### config.mk
export PLATFORM = sky130hd
export DESIGN_NAME = ioctl_dl_sender
export DESIGN_NICKNAME = d
export VERILOG_FILES = /design/src/rtl/ioctl_dl_sender.sv
export SDC_FILE = /design/constraint.sdc
export NUM_CORES = 1
export LEC_CHECK = 0
export ABC_AREA = 1
export ABC_CLOCK_PERIOD_IN_PS = 2700
export CORE_AREA = 2 2 115 117
export DETAILED_ROUTE_END_ITERATION = 8
export DIE_AREA = 0 0 117 119
export MAX_ROUTING_LAYER = met4
export PLACE_DENSITY = 0.85
export SLEW_MARGIN = 20
export SYNTH_ARGS = -nofsm -noshare
export SYNTH_HDL_FRONTEND = slang
export SYNTH_SLANG_ARGS = --single-unit
### constraint.sdc
create_clock -name clk_48 -period 2.7 [get_ports clk_48]
set_input_delay 0.54 -clock clk_48 [delete_from_list [all_inputs] [get_ports clk_48]]
set_output_delay 0.54 -clock clk_48 [all_outputs]
set_load 0.05 [all_outputs]
### src/rtl/ioctl_dl_sender.sv
// Streams a block of source bytes into an ioctl download port, one byte per
// fetch/write/gap round, with receiver back-pressure honoured during the gap.
module ioctl_dl_sender #(
  parameter int unsigned WR_GAP = 3
) (
  input  logic        clk_48,
  input  logic        reset,
  input  logic        start,
  input  logic [7:0]  index,
  input  logic [24:0] length,
  output logic [24:0] src_addr,
  output logic        src_rd,
  input  logic [7:0]  src_data,
  input  logic        src_valid,
  output logic        ioctl_download,
  output logic        ioctl_wr,
  output logic [24:0] ioctl_addr,
  output logic [7:0]  ioctl_dout,
  output logic [7:0]  ioctl_index,
  input  logic        ioctl_wait,
  output logic        busy,
  output logic        done
);

  typedef enum logic [2:0] {IDLE, FETCH, WRITE, GAP, FINISH} state_t;

  localparam logic [7:0] GAP_LAST = 8'(WR_GAP - 1);

  state_t      state;
  logic [24:0] len_r;
  logic [24:0] byte_cnt;
  logic [7:0]  gap_cnt;

  always_ff @(posedge clk_48) begin
    if (reset) begin
      state          <= IDLE;
      len_r          <= '0;
      byte_cnt       <= '0;
      gap_cnt        <= '0;
      src_addr       <= '0;
      src_rd         <= 1'b0;
      ioctl_download <= 1'b0;
      ioctl_wr       <= 1'b0;
      ioctl_addr     <= '0;
      ioctl_dout     <= '0;
      ioctl_index    <= '0;
      busy           <= 1'b0;
      done           <= 1'b0;
    end else begin
      src_rd   <= 1'b0;
      ioctl_wr <= 1'b0;
      done     <= 1'b0;
      case (state)
        IDLE: if (start) begin
          len_r       <= length;
          ioctl_index <= index;
          src_addr    <= '0;
          ioctl_addr  <= '0;
          byte_cnt    <= '0;
          busy        <= 1'b1;
          if (length == '0) begin
            done  <= 1'b1;
            state <= FINISH;
          end else begin
            src_rd         <= 1'b1;
            ioctl_download <= 1'b1;
            state          <= FETCH;
          end
        end
        FETCH: if (src_valid) begin
          ioctl_dout <= src_data;
          ioctl_wr   <= 1'b1;
          byte_cnt   <= byte_cnt + 25'd1;
          state      <= WRITE;
        end
        WRITE: begin
          gap_cnt <= '0;
          state   <= GAP;
        end
        // Gap counter only advances while the receiver is not stalling.
        GAP: if (!ioctl_wait) begin
          if (gap_cnt == GAP_LAST) begin
            if (byte_cnt != len_r) begin
              src_addr   <= src_addr + 25'd1;
              ioctl_addr <= ioctl_addr + 25'd1;
              src_rd     <= 1'b1;
              state      <= FETCH;
            end else begin
              ioctl_download <= 1'b0;
              done           <= 1'b1;
              state          <= FINISH;
            end
          end else begin
            gap_cnt <= gap_cnt + 8'd1;
          end
        end
        FINISH: begin
          busy  <= 1'b0;
          state <= IDLE;
        end
        default: state <= IDLE;
      endcase
    end
  end

endmodule

Word level (Yosys, flattened, before mapping)
Index checks and enable logic that the tools add are counted.

Output and inout bits: 71. Register bits: 132.

Add/subtract/negate cells: 4. Bitwise logic cells: 1. Mux-type cells: 42. Equality and inequality tests: 14. Reductions and logical operators: 15.

Operator list (count): 2-to-1 mux 25 bit (8); one-hot mux 25 bit (2 select lines) (3); adder 25 x 1 -> 25 bit, second input constant (3); zero test 25 bit (1); inequality test 25 bit (1); 2-to-1 mux 3 bit (6); 2-to-1 mux 1 bit (17); 2-to-1 mux 8 bit (2); inequality test 2 bit, second input constant (8); one-hot mux 8 bit (2 select lines) (1); one-hot mux 3 bit (4 select lines) (1); adder 8 x 1 -> 8 bit, second input constant (1); == test 8 x 2 -> 1 bit, second input constant (1); one-hot mux 1 bit (2 select lines) (4); nonzero test 2 bit (4); == test 3 x 2 -> 1 bit, second input constant (2); AND reduction 2 bit (3); AND reduction 3 bit (2); AND reduction 6 bit (1); AND reduction 5 bit (1); AND reduction 4 bit (1); == test 3 x 1 -> 1 bit, second input constant (1); == test 3 bit, second input constant (1); zero test 3 bit (1); other kinds (2) (2).

Longest topological paths before layout
Gate-level depths: netlist (run 1).

Depth in word-level cells: 5. Mapped depth: 14.

Worst setup path after synthesis (run 1)
OpenSTA, ideal clock, no wires.

Kind: register to register. Start: register src_addr[0]. End: register src_addr[22]. Buffers on the path: 0. Path slack: 0.565 ns. Arrival time: 2.018 ns. Cell stages (with the launch flop): 13. Path through: dfxtp_1 -> ha_1 -> nand2_1 -> inv_1 -> nand3_1 -> nor2_1 -> nand3_1 -> nor2_1 -> nand3_1 -> nand3_1 -> nand3_2 -> nand2_1 -> nor2_1.

Longest elaborated chain between the ends: 5.

RTL lines: start: declaration (RTL line 11) `output logic [24:0] src_addr,`; start signal: assignment (RTL line 84) `src_addr <= src_addr + 25'd1;`; adder 25 x 1 -> 25 bit (RTL line 84); 2-to-1 mux 25 bit (RTL line 83) `if (byte_cnt != len_r) begin`; 2-to-1 mux 25 bit (RTL line 82) `if (gap_cnt == GAP_LAST) begin`; 2-to-1 mux 25 bit (RTL line 81) `GAP: if (!ioctl_wait) begin`; one-hot mux 25 bit (2 select lines) (RTL line 53) `case (state)`.

No other way between the ends. The select of a mux whose other input is x is not followed. A chain may end at the register's enable or synchronous reset.

Final worst setup path (run 1)
Start: register src_addr[3]. End: output src_addr[3].

No word-level cell between the ends.

==> results of run 1 <==
[routing by layer]
metal	vias to the layer above	global-route usage
met5	-	-
met4	0	0.105
met3	40	0.0621
met2	236	0.444
met1	3420	0.369
li1	3871	-
[metrics by stage]
| stage | setup WS [ns] | instances |
|---|---|---|
| after global routing | 0.192 | 1413 |
| final | 0.382 | 1413 |
| after detailed placement | 0.362 | 1382 |
| after floorplan | 0.565 | 1124 |
| after global placement | 0.451 | 1382 |
| after CTS | 0.385 | 1413 |
[final timing paths]
check | cells after the start | slack (ns) | end | startpoint
min reg2reg | 2 | 0.46 | ioctl_index[4] | ioctl_index[4]
min | 2 | 0.46 | ioctl_index[4] | ioctl_index[4]
max reg2reg | 12 | 0.43 | src_addr[9] | byte_cnt[12]
max | 1 | 0.38 | src_addr[3] | src_addr[3]
[power by group]
part | internal, mW | switching [mW] | total (mW) | leakage [nW]
logic | 1.35 | 2.76 | 4.11 | 2.11
clock network | 1.33 | 0.802 | 2.13 | 0.268
registers | 2.38 | 0.474 | 2.85 | 1.08
total | 5.05 | 4.04 | 9.10 | 3.45
[cells by family after synthesis]
kind of cell,synth area share
buf+inv,0.0888
simple gates,0.374
flops,0.362
fa+ha+maj,0.00857
compound gates,0.134
xor+xnor,0.0324
[flip-flops by register name, indices dropped and copies added, names as in the netlist]
signal and cells:
busy 1, byte_cnt 25, done 1, gap_cnt 8, ioctl_addr 25, ioctl_dout 8
ioctl_download 1, ioctl_index 8, ioctl_wr 1, len_r 25, src_addr 25, src_rd 1
state 3
[worst min-delay path, stage by stage (launching register included)]
cell,delay [ns]
dfxtp_1,0.30
nand2_1,0.06
a21oi_1,0.06
[area by class of cell]
| class | count | area [um^2] |
|---|---|---|
| Multi-Input combinational cell | 842 | 4010 |
| Inverter | 106 | 398 |
| Sequential cell | 132 | 2640 |
| Tap cell | 176 | 220 |
| Clock inverter | 5 | 50.0 |
| Fill cell | 1084 | 3820 |
| Timing Repair Buffer | 126 | 1240 |
| Clock buffer | 26 | 489 |
[synthesized netlist by cell type (all sizes together) (5+ instances only)]
library cell	count
a21oi	116
buf	24
clkbuf	20
dfxtp	132
ha	5
inv	105
nand2	275
nand3	113
nand4	20
nor2	168
nor3	34
o21ai	55
or2	5
xnor2	10
xor2	17
==> impl_metrics.tcl, run 1 <==
set metrics [dict create \
    cts_root_buf "clkbuf_16" \
    cts_setup_buffers 0 \
    tightest_slew_ns 0.849 \
    fin_crit_sh 0.859 \
    hold_buffers 0 \
    vias_per_cell 5.36 \
    ys_top_cells_by_area "dfxtp_1 (36%), nand2_1 (14%), nor2_1 (8.3%)" \
    grt_overflow 0 \
    chipWidth_um 117 \
    rsz0062_at_grt "no" \
    synth_edf_count 0 \
    path_buf_inv 1 \
    dpl_cell_area_um2 8520 \
    port_buffers 116 \
    cap_violations 0 \
    crit_path_end_kind "primary output" \
    synth_cell_type_count 40 \
    rows 42 \
    met3_wirelength_um 1070 \
    ant_nets 0 \
    cp_data_required_time_ns 2.16 \
    grt_util_all_layers 0.287 \
    hpwl_um 12900 \
    status "completed" \
    setup_violations 0 \
    grt_pass1_vias 6844 \
    cts_sinks 132 \
    num_vias 7567 \
    yosys.area.top_type "dfxtp_1" \
    synth_top_area_share 0.362 \
    tritoncts "done" \
    timing.hold.ws_ns 0.464 \
    topRoutingLayerUsed "met4" \
    fmax_mhz 431 \
    drt_iter0_drc 729 \
    cts_max_level 4 \
    place_congestion 0.937 \
    clk_latency_ns 0.43 \
    grt_max_degree 83 \
    antenna_found_initial 0 \
    maxSlewHeadroom 0.434 \
    worst_path_largest_cell_delay_ns 0.87 \
    syn_area_per_cell_um2 6.49 \
    ir_drop_v 0.00120 \
    p_total_mw 9.10 \
    startpoint_type "register" \
    synth-warning-count 0 \
    p_per_area_nw_per_um2 1000 \
    crit_arrival_ns 1.78 \
    async_reset_ff_frac 0 \
    yosysSeqAreaShare 0.362 \
    cts_made_buffers 17 \
    syn_inst 1124 \
    fin_area_um2 9060 \
    hold_violations 0 \
    crit_chain "clkdlybuf4s50_1" \
    critPathKind "reg2out" \
    die_area_um2 13900 \
    wire_per_inst_um 13.3 \
    drt_first_pass_iters 7 \
    clock_skew_ns 0.00946 \
    setup-tns-final_ns 0 \
    drive_gt1_frac 0.0622 \
    syn2layout_area_growth_pct 24.1 \
    ioPinCount 117 \
    fin_crit_ns 2.32 \
    ys_ff_latch 132 \
    critPathSlowestCell "clkdlybuf4s50_1" \
    antenna_cells 0 \
    die_h_um 119 \
    wl_met2_um 8760 \
    wl_met1_um 8600 \
    critical_path.top_delay_family "buffers and inverters" \
    finish.utilization 0.703 \
    start_util 0.567 \
    crit_path_max_fanout 8 \
    core_um2 12900 \
    hp-class "reg2reg" \
    cts_resized 0 \
    clockBufferDepth 2 \
    nets 1276 \
    synth_nets 1175 \
    layout_commonest_cell "nand2_1" \
    drc_errors 0 \
    routed_wl_um 18900 \
    slew_viol_final 0 \
    power_leakage_nw 3.45 \
    layout_common_cells "nand2_1 (267), nor2_1 (162), dfxtp_1 (132)" \
    grt_pass1_wl_um 31500 \
    clk_pin_slew_ns 0.05 \
    syn-cell-area_um2 7300 \
    synthFlopType "dfxtp_1" \
]
(Power assumes the default switching activity.)
==> inputs of run 2 (changes only) <==
--- a/config.mk
+++ b/config.mk
@@ -6,12 +6,10 @@
 export NUM_CORES = 1
 export LEC_CHECK = 0
 export ABC_AREA = 1
-export ABC_CLOCK_PERIOD_IN_PS = 2700
-export CORE_AREA = 2 2 115 117
+export CORE_AREA = 2 2 148 150
 export DETAILED_ROUTE_END_ITERATION = 8
-export DIE_AREA = 0 0 117 119
+export DIE_AREA = 0 0 150 152
 export MAX_ROUTING_LAYER = met4
-export PLACE_DENSITY = 0.85
 export SLEW_MARGIN = 20
 export SYNTH_ARGS = -nofsm -noshare
 export SYNTH_HDL_FRONTEND = slang
==> constraint.sdc (replaced) <==
create_clock -name clk_48 -period 2.97 [get_ports clk_48]
set_input_delay 0.594 -clock clk_48 [delete_from_list [all_inputs] [get_ports clk_48]]
set_output_delay 0.594 -clock clk_48 [all_outputs]
set_load 0.05 [all_outputs]
==> impl_metrics.tcl, run 2 (same netlist as run 1, synthesis figures left out) <==
set metrics [dict create \
    hold_violations 0 \
    path_buf_inv 1 \
    layout_commonest_cell "nand2_1" \
    tightest_slew_ns 0.705 \
    wire_per_inst_um 13.7 \
    chipWidth_um 150 \
    slew_viol_final 0 \
    ant_nets 0 \
    crit_path_max_fanout 8 \
    port_buffers 116 \
    critical_path.top_delay_family "buffers and inverters" \
    setup-tns-final_ns 0 \
    crit_path_end_kind "primary output" \
    cp_data_required_time_ns 2.38 \
    hold_path_end "len_r[11]" \
    cts_root_buf "clkbuf_16" \
    fmax_mhz 416 \
    setup_violations 0 \
    ir_drop_v 0.000464 \
    clockBufferDepth 2 \
    antenna_found_initial 0 \
    vias_per_cell 4.90 \
    grt_pass1_wl_um 34300 \
    drt_first_pass_iters 6 \
    cts_setup_buffers 0 \
    critPathSlowestCell "clkdlybuf4s50_1" \
    clk_latency_ns 0.43 \
    syn2layout_area_growth_pct 27.6 \
    nets 1275 \
    cts_max_level 4 \
    worst_path_largest_cell_delay_ns 0.87 \
    hpwl_um 14700 \
    rsz0062_at_grt "no" \
    crit_arrival_ns 1.81 \
    clock_skew_ns 0.00603 \
    cts_sinks 132 \
    status "completed" \
    cts_resized 0 \
    num_vias 7429 \
    hold_depth 2 \
    fill_cells 2282 \
    r2r-end "src_addr[24]" \
    r2r_cells 13 \
    critPathKind "reg2out" \
    cts_made_buffers 17 \
    drc_errors 0 \
    drt_iter0_drc 431 \
    ioPinCount 117 \
    power_leakage_nw 3.51 \
    cap_violations 0 \
    clk_pin_slew_ns 0.06 \
    grt_util_all_layers 0.190 \
    crit_chain "clkdlybuf4s50_1" \
    grt_overflow 0 \
    hold_buffers 0 \
    die_area_um2 22800 \
    routed_wl_um 20700 \
    hold_start "len_r[11]" \
    grt_max_degree 56 \
    p_total_mw 8.77 \
    r2r-start "byte_cnt[12]" \
    start_util 0.342 \
    ff2ff_setup_slack_ns 0.72 \
    p_per_area_nw_per_um2 942 \
    die_h_um 152 \
    hp-class "reg2reg" \
    place_congestion 0.862 \
    startpoint_type "register" \
    layout_common_cells "nand2_1 (267), nor2_1 (162), dfxtp_1 (132)" \
    fin_crit_sh 0.809 \
    maxSlewHeadroom 0.530 \
    grt_pass1_vias 6896 \
    core_um2 21400 \
    drive_gt1_frac 0.0679 \
    fin_crit_ns 2.40 \
    tritoncts "done" \
    rows 54 \
    antenna_cells 0 \
]
-- run 2: through the flow --
stage	area, um^2	cells	hold slack (ns)	setup WS, ns	utilization
after floorplan	7300	1124	0.443	0.835	-
after global placement	8640	1485	0.452	0.584	0.405
after detailed placement	8640	1485	0.460	0.518	0.405
after CTS	9310	1517	0.469	0.545	0.436
after global routing	9310	1517	0.487	0.506	0.436
final	9310	1517	0.468	0.567	0.436
-- run 2: cell type report --
type | instances | area [um^2] | share of cell area
repair buffers | 125 | 1240 | 0.133
flip-flops and latches | 132 | 2640 | 0.284
clock inverters | 14 | 233 | 0.0250
clock buffers | 18 | 439 | 0.0472
inverters | 106 | 398 | 0.0427
well taps | 280 | 350 | 0.0376
multi-input cells | 842 | 4010 | 0.431
-- run 2: worst max-delay path by stage --
stage,start,endpoint,slack (ns),cells past startpoint
4_1_cts,ioctl_addr[16],ioctl_addr[16],0.55,1
6_report,src_addr[3],src_addr[3],0.57,1
5_1_grt,ioctl_addr[16],ioctl_addr[16],0.51,1
3_3_place_gp,src_valid,byte_cnt[14],0.58,10
2_1_floorplan,src_addr[0],src_addr[22],0.83,12
3_5_place_dp,src_valid,byte_cnt[14],0.52,10
-- run 2: routing by layer --
layer | vias up | routed length (um) | global-route usage | share of wire
met2 | 160 | 9420 | 0.297 | 0.45
met5 | - | 0 | - | 0
met1 | 3375 | 10200 | 0.251 | 0.49
met3 | 29 | 781 | 0.0279 | 0.038
met4 | 0 | 320 | 0.0638 | 0.015
li1 | 3865 | - | - | -
-- run 2: power breakdown --
| part | switching, mW | leakage [nW] | internal (mW) |
|---|---|---|---|
| clock network | 0.816 | 0.326 | 1.59 |
| registers | 0.439 | 1.08 | 2.16 |
| logic | 2.53 | 2.11 | 1.23 |
-- run 2: tightest hold or removal path: cells and delay by family, from the launching register on --
kind	cells	cell delay, ns
flops	1	0.31
compound gates	1	0.05
buf+inv	1	0.06
==> inputs of run 3 (changes only) <==
==> constraint.sdc (replaced) <==
create_clock -name clk_48 -period 2.05 [get_ports clk_48]
set_input_delay 0.41 -clock clk_48 [delete_from_list [all_inputs] [get_ports clk_48]]
set_output_delay 0.41 -clock clk_48 [all_outputs]
set_load 0.05 [all_outputs]
==> impl_metrics.tcl, run 3 (same netlist as run 1, synthesis figures left out) <==
set metrics [dict create \
    status "completed" \
    topRoutingLayerUsed "met4" \
    p_per_area_nw_per_um2 1320 \
    critPathKind "reg2out" \
    drive_gt1_frac 0.110 \
    grt_util_all_layers 0.194 \
    routed_wl_um 21000 \
    grt_pass1_wl_um 34800 \
    wl_met1_um 10300 \
    worst_path_largest_cell_delay_ns 0.82 \
    start_util 0.342 \
    met3_wirelength_um 834 \
    clk_pin_slew_ns 0.06 \
    startpoint_type "register" \
    grt_overflow 0 \
    drt_first_pass_iters 5 \
    hold_start "reset" \
    tightest_slew_ns 0.562 \
    hp-class "in2reg" \
    rsz0062_at_grt "no" \
    tritoncts "done" \
    rows 54 \
    grt_pass1_vias 7017 \
    cts_sinks 132 \
    crit_arrival_ns 1.57 \
    drt_iter0_drc 469 \
    die_h_um 152 \
    nets 1297 \
    crit_path_end_kind "primary output" \
    cts_root_buf "clkbuf_16" \
    layout_common_cells "nand2_1 (267), nor2_1 (159), dfxtp_1 (127)" \
    wire_per_inst_um 13.6 \
    critical_path.top_delay_family "buffers and inverters" \
    fin_area_um2 9470 \
    antenna_cells 0 \
    cap_violations 0 \
    cts_setup_buffers 0 \
    hold_violations 0 \
    num_vias 7502 \
    vias_per_cell 4.87 \
    hold_buffers 0 \
    clock_skew_ns 0.00636 \
    r2r-start "byte_cnt[12]" \
    setup_violations 0 \
    syn2layout_area_growth_pct 29.7 \
    wl_met2_um 9630 \
    hpwl_um 15000 \
    fin_crit_sh 0.965 \
    fin_crit_ns 1.98 \
    antenna_found_initial 0 \
    fmax_mhz 506 \
    dpl_cell_area_um2 8830 \
    clockBufferDepth 2 \
    crit_start "ioctl_dout[2]" \
    drc_errors 0 \
    die_area_um2 22800 \
    cts_made_buffers 17 \
    clk_latency_ns 0.42 \
    power_leakage_nw 3.84 \
    finish.utilization 0.443 \
    critPathSlowestCell "clkdlybuf4s50_1" \
    chipWidth_um 150 \
    maxSlewHeadroom 0.625 \
    slew_viol_final 0 \
    cts_max_level 4 \
    grt_max_degree 56 \
    ant_nets 0 \
    layout_commonest_cell "nand2_1" \
    port_buffers 116 \
    path_buf_inv 1 \
    ir_drop_v 0.000686 \
    crit_chain "clkdlybuf4s50_1" \
    ioPinCount 117 \
    core_um2 21400 \
    setup-tns-final_ns 0 \
    cp_data_required_time_ns 1.64 \
    crit_path_max_fanout 2 \
    place_congestion 0.862 \
]
[run 3: cell count changes in the layout (fill, tap and decap cells not counted), moves of 3 or more]
cell | previous run | this run
dlymetal6s2s_1 | 0 | 3
buf_12 | 1 | 8
bufinv_16 | 6 | 2
dlygate4sd2_1 | 0 | 26
dfxtp_2 | 0 | 5
clkbuf_8 | 1 | 4
buf_4 | 8 | 45
nor2_1 | 162 | 159
clkdlybuf4s50_1 | 115 | 62
dfxtp_1 | 132 | 127
[run 3: final cells by class]
| class | instances | area (um^2) |
|---|---|---|
| timing repair buffer | 147 | 1430 |
| clock inverter | 9 | 101 |
| clock buffer | 23 | 488 |
| sequential | 132 | 2650 |
| fill | 2324 | 11900 |
| tap | 280 | 350 |
| inverter | 106 | 398 |
| multi-input combinational | 842 | 4060 |
[run 3: final timing paths]
path	cells after the start	end	slack, ns
max	1	ioctl_dout[2]	0.07
min reg2reg	2	ioctl_index[1]	0.46
min	4	len_r[13]	0.40
max reg2reg	12	src_addr[0]	0.18
[run 3: timing repair]
action                     in CTS  in global routing
gates cloned                    0                  1
setup endpoints to repair      26                 51
pin swaps                       0                  0
gates resized for setup        26                 18
[run 3: worst min-delay path, stage by stage]
cell	delay, ns
buf_2	0.10
inv_2	0.12
o21ai_0	0.11
a21oi_1	0.04
[run 3: power breakdown]
| part | internal (mW) | total (mW) | switching, mW |
|---|---|---|---|
| Combinational | 1.92 | 5.72 | 3.80 |
| Clock | 1.91 | 3.05 | 1.14 |
| Sequential | 3.14 | 3.74 | 0.601 |
[run 3: through the flow]
| step | hold slack (ns) | power [mW] | instances | setup WS [ns] |
|---|---|---|---|---|
| 5_1_grt | 0.415 | 13.4 | 1539 | 0.00507 |
| 3_3_place_gp | 0.453 | 9.49 | 1506 | 0.0470 |
| 2_1_floorplan | 0.443 | 7.89 | 1124 | 0.110 |
| 6_report | 0.400 | 12.5 | 1539 | 0.0722 |
| 4_1_cts | 0.390 | 12.5 | 1538 | 0.00454 |
| 3_5_place_dp | 0.458 | 9.56 | 1506 | 0.00572 |
[run 3: metal layers]
metal  track usage  up-vias
met4        0.0557        0
met1         0.261     3404
met2         0.301      152
li1              -     3928
met3        0.0303       18
met5             -        -
